**config.mk**
```make
export PLATFORM = sky130hd
export DESIGN_NAME = id_decode_queue
export DESIGN_NICKNAME = d
export VERILOG_FILES = /design/src/rtl/id_decode_queue.sv
export SDC_FILE = /design/constraint.sdc
export NUM_CORES = 1
export LEC_CHECK = 0
export ABC_AREA = 0
export BUFFER_PORTS_ARGS = -buffer_cell sky130_fd_sc_hd__buf_2
export CAP_MARGIN = 20
export CORE_AREA = 2 2 230 232
export CTS_BUF_LIST = sky130_fd_sc_hd__clkbuf_4 sky130_fd_sc_hd__clkbuf_8
export CTS_CLUSTER_SIZE = 8
export DETAILED_ROUTE_END_ITERATION = 10
export DIE_AREA = 0 0 232 234
export PLACE_DENSITY = 0.49
export SLEW_MARGIN = 20
export SYNTH_ARGS = -nofsm -noshare
export SYNTH_HDL_FRONTEND = slang
export SYNTH_SLANG_ARGS = --single-unit
```
**constraint.sdc**
```tcl
create_clock -name clk -period 4.6 [get_ports clk]
set_clock_uncertainty 0.05 [all_clocks]
set_input_delay 0.23 -clock clk [delete_from_list [all_inputs] [get_ports clk]]
set_output_delay 0.23 -clock clk [all_outputs]
set_load 0.005 [all_outputs]
```
**src/rtl/id_decode_queue.sv**
```systemverilog
// RV32 decode stage: circular instruction queue, combinational head decode and
// a two-state WFI sleep controller with a saturating sleep-cycle counter.
module id_decode_queue #(
  parameter int unsigned QDEPTH = 4,
  parameter int unsigned NIRQ   = 2,
  parameter int unsigned CNTW   = 16
) (
  input  logic            clk,
  input  logic            rst,
  input  logic            in_valid,
  output logic            in_ready,
  input  logic [31:0]     in_instr,
  input  logic [31:0]     in_pc,
  output logic            out_valid,
  input  logic            out_ready,
  output logic [6:0]      opcode,
  output logic [2:0]      funct3,
  output logic [6:0]      funct7,
  output logic [5:0]      rs1_tag,
  output logic [5:0]      rs2_tag,
  output logic [5:0]      rd_tag,
  output logic [31:0]     imm,
  output logic [31:0]     out_pc,
  output logic            is_mret,
  input  logic [NIRQ-1:0] irq_pending,
  input  logic [NIRQ-1:0] irq_enable,
  input  logic            flush,
  output logic            sleeping,
  output logic            wake,
  output logic [CNTW-1:0] sleep_cycles
);

  localparam int unsigned AW = $clog2(QDEPTH);
  localparam logic [AW:0] DEPTH_C = (AW+1)'(QDEPTH);
  localparam logic [31:0] WFI_C   = 32'h1050_0073;
  localparam logic [31:0] MRET_C  = 32'h3020_0073;

  localparam logic [6:0] OP_OPIMM = 7'b0010011;
  localparam logic [6:0] OP_LOAD  = 7'b0000011;
  localparam logic [6:0] OP_FLW   = 7'b0000111;
  localparam logic [6:0] OP_JALR  = 7'b1100111;
  localparam logic [6:0] OP_STORE = 7'b0100011;
  localparam logic [6:0] OP_FSW   = 7'b0100111;
  localparam logic [6:0] OP_BR    = 7'b1100011;
  localparam logic [6:0] OP_LUI   = 7'b0110111;
  localparam logic [6:0] OP_AUIPC = 7'b0010111;
  localparam logic [6:0] OP_JAL   = 7'b1101111;
  localparam logic [6:0] OP_FALU  = 7'b1010011;

  typedef enum logic {
    RUN,
    SLEEP
  } state_e;

  state_e          state_q, state_d;
  logic [31:0]     instr_mem_q [QDEPTH];
  logic [31:0]     pc_mem_q    [QDEPTH];
  logic [AW-1:0]   wr_ptr_q, wr_ptr_d;
  logic [AW-1:0]   rd_ptr_q, rd_ptr_d;
  logic [AW:0]     count_q, count_d;
  logic [CNTW-1:0] sleep_cnt_q, sleep_cnt_d;

  logic        empty, full, enq, deq, irq_any;
  logic [31:0] head_instr;

  assign empty     = (count_q == '0);
  assign full      = (count_q == DEPTH_C);
  assign irq_any   = |(irq_pending & irq_enable);
  assign in_ready  = !full && !flush;
  assign out_valid = !empty && (state_q == RUN);
  assign enq       = in_valid && in_ready;
  assign deq       = out_valid && out_ready;
  assign sleeping  = (state_q == SLEEP);
  assign sleep_cycles = sleep_cnt_q;

  // Forcing the head word to zero when empty makes every decoded field zero.
  assign head_instr = empty ? '0 : instr_mem_q[rd_ptr_q];

  always_comb begin
    logic fp_rs1, fp_rs2, fp_rd;
    opcode  = head_instr[6:0];
    funct3  = head_instr[14:12];
    funct7  = head_instr[31:25];
    fp_rs1  = (opcode == OP_FALU);
    fp_rs2  = (opcode == OP_FALU) || (opcode == OP_FSW);
    fp_rd   = (opcode == OP_FALU) || (opcode == OP_FLW);
    rs1_tag = {fp_rs1, head_instr[19:15]};
    rs2_tag = {fp_rs2, head_instr[24:20]};
    rd_tag  = {fp_rd,  head_instr[11:7]};
    is_mret = (head_instr == MRET_C);
    out_pc  = empty ? '0 : pc_mem_q[rd_ptr_q];
    case (opcode)
      OP_OPIMM, OP_LOAD, OP_FLW, OP_JALR:
        imm = {{20{head_instr[31]}}, head_instr[31:20]};
      OP_STORE, OP_FSW:
        imm = {{20{head_instr[31]}}, head_instr[31:25], head_instr[11:7]};
      OP_BR:
        imm = {{19{head_instr[31]}}, head_instr[31], head_instr[7],
               head_instr[30:25], head_instr[11:8], 1'b0};
      OP_LUI, OP_AUIPC:
        imm = {head_instr[31:12], 12'b0};
      OP_JAL:
        imm = {{11{head_instr[31]}}, head_instr[31], head_instr[19:12],
               head_instr[20], head_instr[30:21], 1'b0};
      default:
        imm = '0;
    endcase
  end

  always_comb begin
    state_d     = state_q;
    wr_ptr_d    = wr_ptr_q;
    rd_ptr_d    = rd_ptr_q;
    count_d     = count_q;
    sleep_cnt_d = sleep_cnt_q;
    wake        = 1'b0;

    if (enq) wr_ptr_d = wr_ptr_q + 1'b1;
    if (deq) rd_ptr_d = rd_ptr_q + 1'b1;
    if (enq && !deq)      count_d = count_q + 1'b1;
    else if (!enq && deq) count_d = count_q - 1'b1;

    if (flush) begin
      wr_ptr_d = '0;
      rd_ptr_d = '0;
      count_d  = '0;
    end

    case (state_q)
      RUN: begin
        // A WFI retired with an interrupt already pending acts as a NOP.
        if (deq && (head_instr == WFI_C) && !irq_any && !flush) begin
          state_d     = SLEEP;
          sleep_cnt_d = '0;
        end
      end
      SLEEP: begin
        wake = irq_any;
        if (sleep_cnt_q != '1) sleep_cnt_d = sleep_cnt_q + 1'b1;
        if (irq_any || flush) state_d = RUN;
      end
    endcase
  end

  always_ff @(posedge clk or posedge rst) begin
    if (rst) begin
      state_q     <= RUN;
      wr_ptr_q    <= '0;
      rd_ptr_q    <= '0;
      count_q     <= '0;
      sleep_cnt_q <= '0;
    end else begin
      state_q     <= state_d;
      wr_ptr_q    <= wr_ptr_d;
      rd_ptr_q    <= rd_ptr_d;
      count_q     <= count_d;
      sleep_cnt_q <= sleep_cnt_d;
    end
  end

  always_ff @(posedge clk) begin
    if (enq) begin
      instr_mem_q[wr_ptr_q] <= in_instr;
      pc_mem_q[wr_ptr_q]    <= in_pc;
    end
  end

endmodule

```
=== Yosys cells after proc, flatten, opt, wreduce, memory -nomap -nowiden ===
Memory sizes are Yosys's and may differ from the RTL's.
Index checks and enable logic that the tools add are counted.
W data, S select, Z words.

* Memories: 2
* Input bits: 73
* Bits in writable memories: 256
* Logic and storage cells: 77
* Register bits: 24

{| class="wikitable"
|+ Memories
! memory !! depth !! bits a word !! rd ports !! clocked after Yosys merged registers in !! wr ports !! line !! RTL
|-
| instr_mem_q || 4 || 32 || 1 || 0 || 1 || 56 || <nowiki>logic [31:0] instr_mem_q [QDEPTH];</nowiki>
|-
| pc_mem_q || 4 || 32 || 1 || 0 || 1 || 57 || <nowiki>logic [31:0] pc_mem_q [QDEPTH];</nowiki>
|}

* Muxes and demuxes: 19
* Reduce and logical (&&, ||, !) cells: 27
* Add/sub/neg operators: 5
* Bitwise logic cells: 2
* Equality and inequality tests: 17

{| class="wikitable"
|+ Operator list
! operator !! number
|-
| $pmux W32 S5 || 1
|-
| $mux W32 || 2
|-
| $eq A32 B29 Y1 const B || 1
|-
| $eq A32 B30 Y1 const B || 1
|-
| $mux W16 || 2
|-
| $pmux W16 S2 || 1
|-
| $eq A7 B7 Y1 const B || 4
|-
| $eq A7 B6 Y1 const B || 3
|-
| $add A16 B1 Y16 const B || 1
|-
| $ne A16 B16 Y1 const B || 1
|-
| $eq A7 B5 Y1 const B || 2
|-
| $logic_and A1 B1 Y1 || 9
|-
| $mux W3 || 3
|-
| $mux W2 || 4
|-
| $eq A7 B2 Y1 const B || 1
|-
| $eq A7 B3 Y1 const B || 1
|-
| $logic_not A1 Y1 || 6
|-
| $reduce_or A2 Y1 || 3
|-
| $mux W1 || 5
|-
| $add A2 B1 Y2 const B || 2
|-
| $ne A2 B1 Y1 const B || 2
|-
| $reduce_bool A2 Y1 || 2
|-
| $reduce_or A4 Y1 || 1
|-
| $add A3 B1 Y3 const B || 1
|-
| 9 further kinds || 11
|}

=== Longest topological paths before layout ===
Gate-level depths: netlist of the first run.

* Word-level depth: 9
* Mapped depth: 9

=== Worst setup path after synthesis of the first run ===
No wires, ideal clock.

* Path kind: register to register
* From: register count_q[2]
* To: memory instr_mem_q[0][0] (enable)
* Library setup time: 0.429 ns
* Required time: 4.121 ns
* Stages on the path, launching flop included: 5
* Path slack: 1.387 ns
* Data arrival time: 2.735 ns
* Path through: dfrtp_1 -> nor3b_1 -> nor3b_1 -> clkbuf_1 -> and2_1

* Longest elaborated chain between the ends: 6

{| class="wikitable"
|+ Ends and longest elaborated chain
! what !! line !! RTL
|-
| start, declared || 60 || <nowiki>logic [AW:0] count_q, count_d;</nowiki>
|-
| start signal, assigned || 156 || <nowiki>count_q <= count_d;</nowiki>
|-
| $eq A3 B3 Y1 || 67 || <nowiki>assign full = (count_q == DEPTH_C);</nowiki>
|-
| $logic_not A1 Y1 || 69 || <nowiki>assign in_ready = !full && !flush;</nowiki>
|-
| $logic_and A1 B1 Y1 || 69 ||
|-
| $logic_and A1 B1 Y1 || 71 || <nowiki>assign enq = in_valid && in_ready;</nowiki>
|-
| $mux W1 || 162 || <nowiki>if (enq) begin</nowiki>
|-
| $mux W1 (not written as such) || 163 || <nowiki>instr_mem_q[wr_ptr_q] <= in_instr;</nowiki>
|-
| end, declared || 56 ||
|}

Every way passes these cells.

=== Worst setup path after layout of the first run ===
* From: register rd_ptr_q[0]
* To: output port imm[30]

* Longest elaborated chain between the ends: 5
* Elaborated cells on any way between the ends: 16
* Classes of those cells: eq/ne (10); mux (2); reduce/logical (3); memory (1)

{| class="wikitable"
|+ Ends and longest elaborated chain
! what !! line !! RTL
|-
| start, declared || 59 || <nowiki>logic [AW-1:0] rd_ptr_q, rd_ptr_d;</nowiki>
|-
| start signal, assigned || 155 || <nowiki>rd_ptr_q <= rd_ptr_d;</nowiki>
|-
| $mem_v2 Z4 W32 * || - ||
|-
| $mux W32 * || 77 || <nowiki>assign head_instr = empty ? '0 : instr_mem_q[rd_ptr_q];</nowiki>
|-
| $eq A7 B3 Y1, or another cell as far along || 92 || <nowiki>case (opcode)</nowiki>
|-
| $reduce_or A4 Y1 or $reduce_or A2 Y1 (tied branches) || 92 ||
|-
| $pmux W32 S5 * || 92 ||
|-
| end, declared || 22 || <nowiki>output logic [31:0] imm,</nowiki>
|}

Every way passes the cells marked *; elsewhere a longest branch is shown, timed or not.

==> run metrics, run 1 <==
outcome=complete, no violations; core box area=0.0520 mm2; final period utilization=about nine tenths; Post-synth EDFFs=256; placer congestion estimate=about 0.8; Syn Inst Count=~680; Setup crit start kind=flip-flop; Die Height=234 um; Vias=7296; Sequential Power Share=around two fifths; Final Instance Area=0.0155 mm2; Post-Place Worst Slack=1000 ps; share of cells above drive strength 1=36.5%; CTS tree=built; post-synthesis cell type count=58; starting density of the core=22.8%; CP Max Fanout=24; Reg2Reg Depth=7; Synth Cell Area=0.0118 mm2; worst setup path start=rd_ptr_q[0]$_DFFE_PP0P_; Final Hold Fails=0; max-cap check violation count=0; Power Internal=approximately 5.5 mW; CP Capture Point=imm[30]; setup TNS=0 ps; number of synthesized register bits=between 200 and 300; grt ovf=0; Nets=between 1000 and 1500; Total Routing Usage GR=11.8%; syn_nets=758; Worst Path Required=4320 ps; Ys Warns=0; 1st-iter DRT viols=346; Critical Path AT=3900 ps; R2R Path End=sleep_cycles[1]$_DFFE_PP0P_; Worst-Margin Slew=892 ps; async set-reset flop share out of synthesis=8.57%; CTS Root Buffer Type=clkbuf_8; combinational share of power=29.8%; die area=0.0543 mm2; final worst slack=about 420 ps; drt pass-1 iters=4; WHS=170 ps; Avg WL per Cell=19.0 um; depth of the CTS H-tree=2; initial antenna violation count=5; fmax=239 MHz; Clock Path Buffers=3; post-cts repair resize count=0; Final Critical Period=around 4200 ps; Lkg Pwr=approximately 5.7 nW; FF-to-FF Start=rd_ptr_q[0]$_DFFE_PP0P_; Layout Utilization=29.7%; reg2reg setup slack=1390 ps; Setup Fix Bufs, Post-CTS=0; Detail Route Antenna Nets=0; Post-DP Area=0.0137 mm2; Synth-to-Final Area Change=30.7%; main flop type after synthesis=edfxtp_1; syn avg cell area=17.4 um2; Top Ports=193; first-pass GRT wire length=47800 um; clock share of power=between 30% and 40%; pin count of the biggest net entering global routing=57; Clock Pin Slew Worst Setup and Hold Paths=60 ps; Hold Crit Class=input pin to async pin; clk_lat worst skew=610 ps; final wirelength=32400 um; switching share of total power=31.1%; DP Wirelength=20700 um; Slew headroom=between 40% and 50%; Critical Path End Type=primary output; CP Class=flip-flop to primary output; VDD IR max=268 uV; fin. max-slew vios=0; Pwr per Cell Area=513 mW/mm2; CTS Buf Count=51; P_sw=2.47 mW; routed vias/inst=4.27; Clock Sinks=280; die span in x=232 um; endpoints failing setup=0; number of remaining DRC errors=0; vias in the first global route=7678; row cnt=84; RSZ-0062 raised after global routing=false; post-synthesis sequential area ratio=70.0%; I/O Buffers=about 190
## Yosys cell counts (2+ instances only)
cell,count,share of area [%]
edfxtp_1,256,65
and2_1,74,3.9
mux4_2,64,12
nand2_1,29,0.92
nor2_1,29,0.92
dfrtp_1,24,5.1
a21o_1,21,1.3
clkbuf_1,16,0.51
inv_1,16,0.51
nand3_1,11,0.46
o21ai_0,9,0.38
buf_2,8,0.34
nor3_1,7,0.30
xor2_1,7,0.52
nand4_1,6,0.32
nor3b_1,6,0.38
a21oi_1,5,0.21
and3_1,5,0.26
ha_1,5,0.53
nand2b_1,5,0.26
nor2b_1,5,0.26
o2bb2ai_1,5,0.37
xnor2_1,5,0.37
nor4_1,4,0.21
o22ai_1,4,0.21
a211oi_1,3,0.19
buf_1,3,0.095
o2111ai_1,3,0.22
o21a_1,3,0.19
o31ai_1,3,0.19
a21boi_0,2,0.13
a22oi_1,2,0.13
and4bb_2,2,0.21
buf_6,2,0.19
mux2i_1,2,0.17
mux4_1,2,0.44
o211ai_1,2,0.13
o21ai_1,2,0.085
o32ai_1,2,0.15
or3_1,2,0.11
## worst max-delay path: stages, from the launching register on
cell      delay [ps]
dfrtp_4          780
mux4_2           670
and4bb_2         350
nand4_1          180
a211oi_1         810
buf_4            290
a21o_1           100
buf_2            100
## layout by cell type, fill, tap and decap left out, drive strengths merged, types with 5 or more instances in the layout
cell type    Yosys  routed
buf             15     212
edfxtp         256     256
clkinv           0      15
nor3b            6       6
dfrtp           24      24
xnor2            5       5
mux4            66      66
xor2             7       7
dlygate4sd3      0      70
clkbuf          16      67
ha               5       5
nand2           29      29
o21ai           11      11
nand2b           5       5
nor4             6       6
nand3           11      11
nor2b            5       5
inv             16      17
a21o            21      21
nor2            29      29
a21oi            5       5
and3             5       5
and2            74      74
nand4            6       6
nor3             8       8
o2bb2ai          5       5
## sequential cells by signal, indices dropped and copies added (netlist names)
register	flops
count_q	3
instr_mem_q	128
pc_mem_q	128
rd_ptr_q	2
sleep_cycles	16
sleeping	1
wr_ptr_q	2
## what timing repair did
item                       in CTS  in global routing
setup endpoints to repair       0                  0
hold endpoints to repair      288                  0
hold buffers                   70                  0
## power groups by stage
stage	Clock, mW	Combinational, mW	Sequential [mW]
after floorplan	0	1.46	3.07
after global placement	0	2.39	3.18
after detailed placement	0	2.38	3.18
after CTS	2.56	2.45	3.13
after global routing	2.66	2.61	3.15
final	2.46	2.37	3.12
## layer usage
metal  share of wire, %  GRT usage (%)  vias up
met5              0.093              0        -
met4                2.8           4.41        4
met3                5.7           3.27       62
met2                 48           19.6      191
met1                 44           14.8     3731
li1                   -              -     3308
## metrics by stage
| step | std cells | power (mW) |
|---|---|---|
| CTS | 1707 | 8.14 |
| finish | 1709 | 7.95 |
| floorplan | 679 | 4.52 |
| global placement | 1548 | 5.56 |
| global route | 1709 | 8.42 |
| detailed placement | 1548 | 5.56 |
## logic make-up (layout without fill, tap and decap cells)
logic type,Yosys count,count (layout),share of synthesized area (%)
AOI/OAI and AO/OA,73,73,4.51
xor gates and xnor gates,12,12,0.888
adders and majority gates,6,6,0.697
buffers and inverters,47,387,1.87
DFF,280,280,70.0
muxes,68,68,12.8
other,0,2,0
and+or+nand+nor,193,193,9.25
## final cells by class
type / instances / area [um2]
diodes: 2 / 5.00
clock buffers: 67 / 841
clock inverters: 22 / 211
fillers: 5180 / 36500
inverters: 16 / 60.1
multi-input cells: 352 / 3340
flip-flops and latches: 280 / 8300
well taps: 688 / 861
repair buffers: 282 / 1860
## worst min path at each step
stage	from	end	slack [ps]	cells after the start
2_1_floorplan	rst	count_q[0]$_DFFE_PP0P_	190	1
3_3_place_gp	rst	sleep_cycles[9]$_DFFE_PP0P_	280	3
3_5_place_dp	rst	wr_ptr_q[1]$_DFFE_PP0P_	290	3
4_1_cts	rst	sleep_cycles[1]$_DFFE_PP0P_	120	4
5_1_grt	rst	sleep_cycles[9]$_DFFE_PP0P_	210	4
6_report	rst	sleep_cycles[7]$_DFFE_PP0P_	170	4
No activity file was read; power rests on OpenSTA's default activity.
==> inputs of run 2 (changes only) <==
--- a/config.mk
+++ b/config.mk
@@ -6,15 +6,15 @@
 export NUM_CORES = 1
 export LEC_CHECK = 0
 export ABC_AREA = 0
-export BUFFER_PORTS_ARGS = -buffer_cell sky130_fd_sc_hd__buf_2
+export BUFFER_PORTS_ARGS = -buffer_cell sky130_fd_sc_hd__clkbuf_2
 export CAP_MARGIN = 20
 export CORE_AREA = 2 2 230 232
 export CTS_BUF_LIST = sky130_fd_sc_hd__clkbuf_4 sky130_fd_sc_hd__clkbuf_8
 export CTS_CLUSTER_SIZE = 8
 export DETAILED_ROUTE_END_ITERATION = 10
 export DIE_AREA = 0 0 232 234
+export HOLD_SLACK_MARGIN = 0.08
 export PLACE_DENSITY = 0.49
-export SLEW_MARGIN = 20
 export SYNTH_ARGS = -nofsm -noshare
 export SYNTH_HDL_FRONTEND = slang
 export SYNTH_SLANG_ARGS = --single-unit
==> run 2 against run 1 <==
  * Sequential power hardly changed
  * Sequential share of layout area is 0.23 points lower
  * Total power rose by 1.6%
  * Register-to-register slack better by 210 ps
  * Cell count grew 0.23%
  * Via count increased by 0.53%
  * Worst setup slack better by 59 ps
  * Critical path depth unchanged
==> run metrics, run 2 (synthesis gave the netlist of run 1 again) <==
first-pass GRT wire length=48300 um (was 47800 um); CTS tree=built (unchanged); die span in x=232 um (unchanged); Reg2Reg Depth=7 (unchanged); VDD IR max=292 uV (was 268 uV); reg2reg setup slack=1600 ps (was 1390 ps); most frequent cells in the layout=edfxtp_1, clkbuf_2, dlygate4sd3_1 (was edfxtp_1, buf_2, and2_1, dlygate4sd3_1, mux4_2); combinational share of power=29.4% (was 29.8%); Clock Pin Slew Worst Setup and Hold Paths=60 ps (about the same); number of buffers inserted by hold repair at cts=71 (was 70); Final Instance Area=0.0155 mm2 (about the same); Avg WL per Cell=19.0 um (about the same); Top Ports=193 (unchanged); FF-to-FF Start=rd_ptr_q[0]$_DFFE_PP0P_ (unchanged); endpoints failing setup=0 (unchanged); row cnt=84 (unchanged); 1st-iter DRT viols=367 (was 346); CP Class=flip-flop to primary output (unchanged); grt ovf=0 (unchanged); fin. max-slew vios=0 (unchanged); core box area=0.0520 mm2 (unchanged); Power Internal=5.57 mW (was 5.48 mW); Total Routing Usage GR=12.0% (was 11.8%); Final Hold Fails=0 (unchanged); Critical Path End Type=primary output (unchanged); switching share of total power=31.0% (was 31.1%); vias in the first global route=7765 (was 7678); Worst Path Required=4320 ps (about the same); Critical Path AT=3840 ps (was 3900 ps); placer congestion estimate=0.751 (was 0.783); Lkg Pwr=5.76 nW (was 5.75 nW); Die Height=234 um (unchanged); initial antenna violation count=5 (unchanged); Post-DP Area=0.0137 mm2 (about the same); Setup Fix Bufs, Post-CTS=0 (unchanged); Pwr per Cell Area=519 mW/mm2 (was 513 mW/mm2); R2R Path End=sleep_cycles[1]$_DFFE_PP0P_ (unchanged); Hold Crit Class=input pin to async pin (unchanged); DP Wirelength=20700 um (about the same); P_sw=2.50 mW (was 2.47 mW); outcome=complete, no violations (unchanged); Synth-to-Final Area Change=31.3% (was 30.7%); CP Max Fanout=25 (was 24); commonest non-fill, non-tap cell in the layout=edfxtp_1 (unchanged); pin count of the biggest net entering global routing=42 (was 57); Setup crit start kind=flip-flop (unchanged); clk_lat worst skew=630 ps (was 610 ps); depth of the CTS H-tree=2 (unchanged); fmax=243 MHz (was 239 MHz); post-cts repair resize count=0 (unchanged); setup TNS=0 ps (unchanged); RSZ-0062 raised after global routing=false (unchanged); routed vias/inst=4.28 (was 4.27); Clock Path Buffers=3 (unchanged); Worst-Margin Slew=826 ps (was 892 ps); I/O Buffers=192 (unchanged); clock share of power=32.0% (was 30.9%); Sequential Power Share=38.6% (was 39.3%); Slew headroom=44.6% (was 40.2%); starting density of the core=22.8% (unchanged); Detail Route Antenna Nets=0 (unchanged); number of remaining DRC errors=0 (unchanged); die area=0.0543 mm2 (unchanged); share of cells above drive strength 1=37.0% (was 36.5%); Nets=1065 (was 1062); Final Critical Period=4120 ps (was 4180 ps); final period utilization=89.5% (was 90.8%); drt pass-1 iters=4 (unchanged); CTS Root Buffer Type=clkbuf_8 (unchanged); Vias=7335 (was 7296); Clock Sinks=280 (unchanged); final wirelength=32600 um (was 32400 um); CTS Buf Count=54 (was 51); max-cap check violation count=0 (unchanged)
-- run 2: cell types whose count changed in the layout (fill, tap and decap cells not counted), moves of 2 or more --
cell,before,now
buf_2,192,0
clkbuf_2,0,192
clkbuf_4,13,20
clkbuf_8,54,56
clkinv_1,6,3
-- run 2: how the worst max path moves through the flow --
stage | from | endpoint | slack (ps) | cells past startpoint
after CTS | rd_ptr_q[0]$_DFFE_PP0P_ | imm[25] | 340 | 7
after floorplan | count_q[2]$_DFFE_PP0P_ | instr_mem_q[0][0]$_DFFE_PP_ | 1390 | 4
after detailed placement | rd_ptr_q[0]$_DFFE_PP0P_ | imm[25] | 1080 | 7
after global routing | rd_ptr_q[0]$_DFFE_PP0P_ | imm[25] | 180 | 7
after global placement | rd_ptr_q[0]$_DFFE_PP0P_ | imm[30] | 1120 | 7
final | rd_ptr_q[0]$_DFFE_PP0P_ | imm[25] | 480 | 7
-- run 2: power by group through the flow --
| stage | Combinational, mW | Sequential (mW) | Clock [mW] |
|---|---|---|---|
| final | 2.37 | 3.11 | 2.58 |
| after global routing | 2.63 | 3.14 | 2.81 |
| after CTS | 2.45 | 3.13 | 2.70 |
| after detailed placement | 2.38 | 3.18 | 0 |
| after global placement | 2.39 | 3.17 | 0 |
| after floorplan | 1.46 | 3.07 | 0 |
-- run 2: per-stage QoR --
step                total power [mW]  setup slack, ps  util [%]  hold slack (ps)  instances
floorplan                       4.52             1390         -              195        679
global placement                5.56             1120      26.4              255       1547
detailed placement              5.56             1080      26.4              258       1547
CTS                             8.28              337      29.9             85.2       1712
global route                    8.58              179      29.9              166       1713
finish                          8.07              482      29.9              150       1713
-- run 2: layout make-up --
type                    count  area (um2)
clock inverters            18         198
diodes                      1        2.50
well taps                 688         861
clock buffers              76         921
flip-flops and latches    280        8300
multi-input cells         352        3340
repair buffers            282        1860
fillers                  5255       36500
inverters                  16        60.1
-- run 2: critical path, cell delays in order (launching register included) --
cell and delay, ps:
dfrtp_4 770, mux4_2 660, and4bb_2 340, nand4_1 180, a211oi_1 760, buf_4 290, a21o_1 100, clkbuf_2 100
-- run 2: routing by layer --
| metal | GRT usage, % | routed length, um |
|---|---|---|
| met1 | 15.4 | 14400 |
| met2 | 19.2 | 15500 |
| met3 | 3.70 | 1930 |
| met4 | 3.97 | 819 |
| met5 | 0 | 55 |
==> inputs of run 3 (changes only) <==
--- a/config.mk
+++ b/config.mk
@@ -8,13 +8,13 @@
 export ABC_AREA = 0
 export BUFFER_PORTS_ARGS = -buffer_cell sky130_fd_sc_hd__clkbuf_2
 export CAP_MARGIN = 20
-export CORE_AREA = 2 2 230 232
+export CORE_AREA = 2 2 146 148
 export CTS_BUF_LIST = sky130_fd_sc_hd__clkbuf_4 sky130_fd_sc_hd__clkbuf_8
 export CTS_CLUSTER_SIZE = 8
 export DETAILED_ROUTE_END_ITERATION = 10
-export DIE_AREA = 0 0 232 234
+export DIE_AREA = 0 0 148 150
 export HOLD_SLACK_MARGIN = 0.08
-export PLACE_DENSITY = 0.49
+export PLACE_DENSITY = 0.91
 export SYNTH_ARGS = -nofsm -noshare
 export SYNTH_HDL_FRONTEND = slang
 export SYNTH_SLANG_ARGS = --single-unit
==> run 3 against run 2 <==
  * Die area down 59%
  * Clock power down 16%
  * Clock-buffer cell count down 18
  * Via count up 0.76%
  * Final area down 5.7%
  * Critical endpoint is now is_mret
==> run metrics, run 3 (synthesis gave the netlist of run 1 again) <==
FF-to-FF Start=rd_ptr_q[0]$_DFFE_PP0P_ (unchanged); Vias=7391 (was 7335); fin. max-slew vios=0 (unchanged); Synth-to-Final Area Change=23.8% (was 31.3%); number of remaining DRC errors=0 (unchanged); met1 global-route usage=32.6% (was 15.4%); starting density of the core=57.2% (was 22.8%); post-cts repair resize count=0 (unchanged); setup TNS=0 ps (unchanged); placer congestion estimate=0.881 (was 0.751); CP cell instances=buf_4 -> mux4_2 -> nor4_2 -> o2111ai_2 -> nor4_1 -> clkbuf_2 (was mux4_2 -> and4bb_2 -> nand4_1 -> a211oi_1 -> buf_4 -> a21o_1 -> clkbuf_2); DP Wirelength=16200 um (was 20700 um); Total Routing Usage GR=24.5% (was 12.0%); Detail Route Antenna Nets=0 (unchanged); Lkg Pwr=5.56 nW (was 5.76 nW); core box area=0.0207 mm2 (was 0.0520 mm2); crit path max-delay cell type=dfrtp_4 (unchanged); Worst Path Required=4320 ps (about the same); Final Power=7.55 mW (was 8.07 mW); CTS Buf Count=45 (was 54); most frequent cells in the layout=edfxtp_1, clkbuf_2, and2_1 (was edfxtp_1, clkbuf_2, dlygate4sd3_1); initial antenna violation count=1 (was 5); max-cap check violation count=0 (unchanged); Critical Path End Type=primary output (unchanged); clk_lat worst skew=540 ps (was 630 ps); fmax=264 MHz (was 243 MHz); M3 GR Usage=5.52% (was 3.70%); commonest non-fill, non-tap cell in the layout=edfxtp_1 (unchanged); row cnt=53 (was 84); Pwr per Cell Area=515 mW/mm2 (was 519 mW/mm2); Layout Utilization=70.9% (was 29.9%); Clock Sinks=280 (unchanged); Post-DP Area=0.0131 mm2 (was 0.0137 mm2); CP top delay family=simple AND/OR/NAND/NOR gates (was compound AO/OA/AOI/OAI gates); grt ovf=0 (unchanged); WHS=164 ps (was 150 ps); Top Ports=193 (unchanged); Worst-Margin Slew=1030 ps (was 826 ps); reg2reg setup slack=1320 ps (was 1600 ps); Nets=1044 (was 1065); drt pass-1 iters=7 (was 4); met2 usage=40.8% (was 19.2%); vias in the first global route=7539 (was 7765); depth of the CTS H-tree=2 (unchanged); Die Height=150 um (was 234 um); share of cells above drive strength 1=34.8% (was 37.0%); crit-path max cell delay=670 ps (was 770 ps); Clock Path Buffers=3 (unchanged); Buf/Inv on CP=2 (unchanged); R2R Path End=sleep_cycles[3]$_DFFE_PP0P_ (was sleep_cycles[1]$_DFFE_PP0P_); routed vias/inst=5.85 (was 4.28); die area=0.0222 mm2 (was 0.0543 mm2); Final Critical Period=3790 ps (was 4120 ps); final period utilization=82.4% (was 89.5%); endpoints failing setup=0 (unchanged); Setup crit start kind=flip-flop (unchanged); CP Max Fanout=22 (was 25); most utilized layer in the global route result=met2 (unchanged); Hold Crit Class=input pin to async pin (unchanged); CTS tree=built (unchanged); die span in x=148 um (was 232 um); outcome=complete, no violations (unchanged); CP Class=flip-flop to primary output (unchanged); Slew headroom=31.6% (was 44.6%); 1st-iter DRT viols=602 (was 367); Final Instance Area=0.0147 mm2 (was 0.0155 mm2); CTS Root Buffer Type=clkbuf_8 (unchanged); I/O Buffers=192 (unchanged); Clock Pin Slew Worst Setup and Hold Paths=50 ps (was 60 ps); Critical Path AT=3510 ps (was 3840 ps); first-pass GRT wire length=41500 um (was 48300 um); Final Hold Fails=0 (unchanged); final wirelength=27100 um (was 32600 um); VDD IR max=403 uV (was 292 uV); Avg WL per Cell=21.4 um (was 19.0 um); Reg2Reg Depth=7 (unchanged); pin count of the biggest net entering global routing=65 (was 42); RSZ-0062 raised after global routing=false (unchanged)
-- run 3: changes by cell type in the layout (fill, tap and decap cells not counted), moves of 4 or more --
cell and delta:
buf_12 -4, clkinv_2 -6, clkbuf_8 -9, clkbuf_4 -9, buf_4 -8
-- run 3: final cells by class --
type                            instances  area, um2
Sequential cell                       280       8300
Fill cell                            1298       6030
Multi-Input combinational cell        352       3340
Timing Repair Buffer                  270       1740
Clock buffer                           58        729
Tap cell                              275        344
Clock inverter                         10        150
Inverter                               16       60.1
Antenna cell                            2       5.00
-- run 3: how the worst max path moves through the flow --
stage,startpoint,to,slack (ps),cells after the start
6_report,rd_ptr_q[0]$_DFFE_PP0P_,is_mret,810,6
2_1_floorplan,count_q[2]$_DFFE_PP0P_,instr_mem_q[0][0]$_DFFE_PP_,1390,4
3_3_place_gp,rd_ptr_q[1]$_DFFE_PP0P_,imm[30],1100,6
4_1_cts,rd_ptr_q[0]$_DFFE_PP0P_,is_mret,750,6
5_1_grt,rd_ptr_q[0]$_DFFE_PP0P_,is_mret,600,6
3_5_place_dp,rd_ptr_q[0]$_DFFE_PP0P_,sleep_cycles[3]$_DFFE_PP0P_,1320,7
-- run 3: tightest hold or removal path: cells and delay by family --
| family | cells | cell delay, ps |
|---|---|---|
| buffers and inverters | 3 | 910 |
-- run 3: what timing repair did --
action                    CTS  global route
buffers inserted            0             0
hold endpoints to repair  288             0
hold buffers               69             0
-- run 3: per-layer routing --
metal  up-vias  part of all wire [%]
met2       384                    50
met3        64                   8.1
met5         -                     0
met1      3695                    40
met4         0                   2.5
li1       3248                     -
-- run 3: metrics by stage --
stage / worst slack, ps / std cells
finish: 810 / 1263
global route: 603 / 1262
CTS: 749 / 1260
detailed placement: 1320 / 1123
global placement: 1100 / 1122
floorplan: 1390 / 679
-- run 3: report_power, final --
part           internal, mW  switching [mW]  leakage [nW]
clock                  1.25           0.911         0.462
combinational          1.06            1.22          2.53
sequential             2.98           0.137          2.57
total                  5.28            2.27          5.56
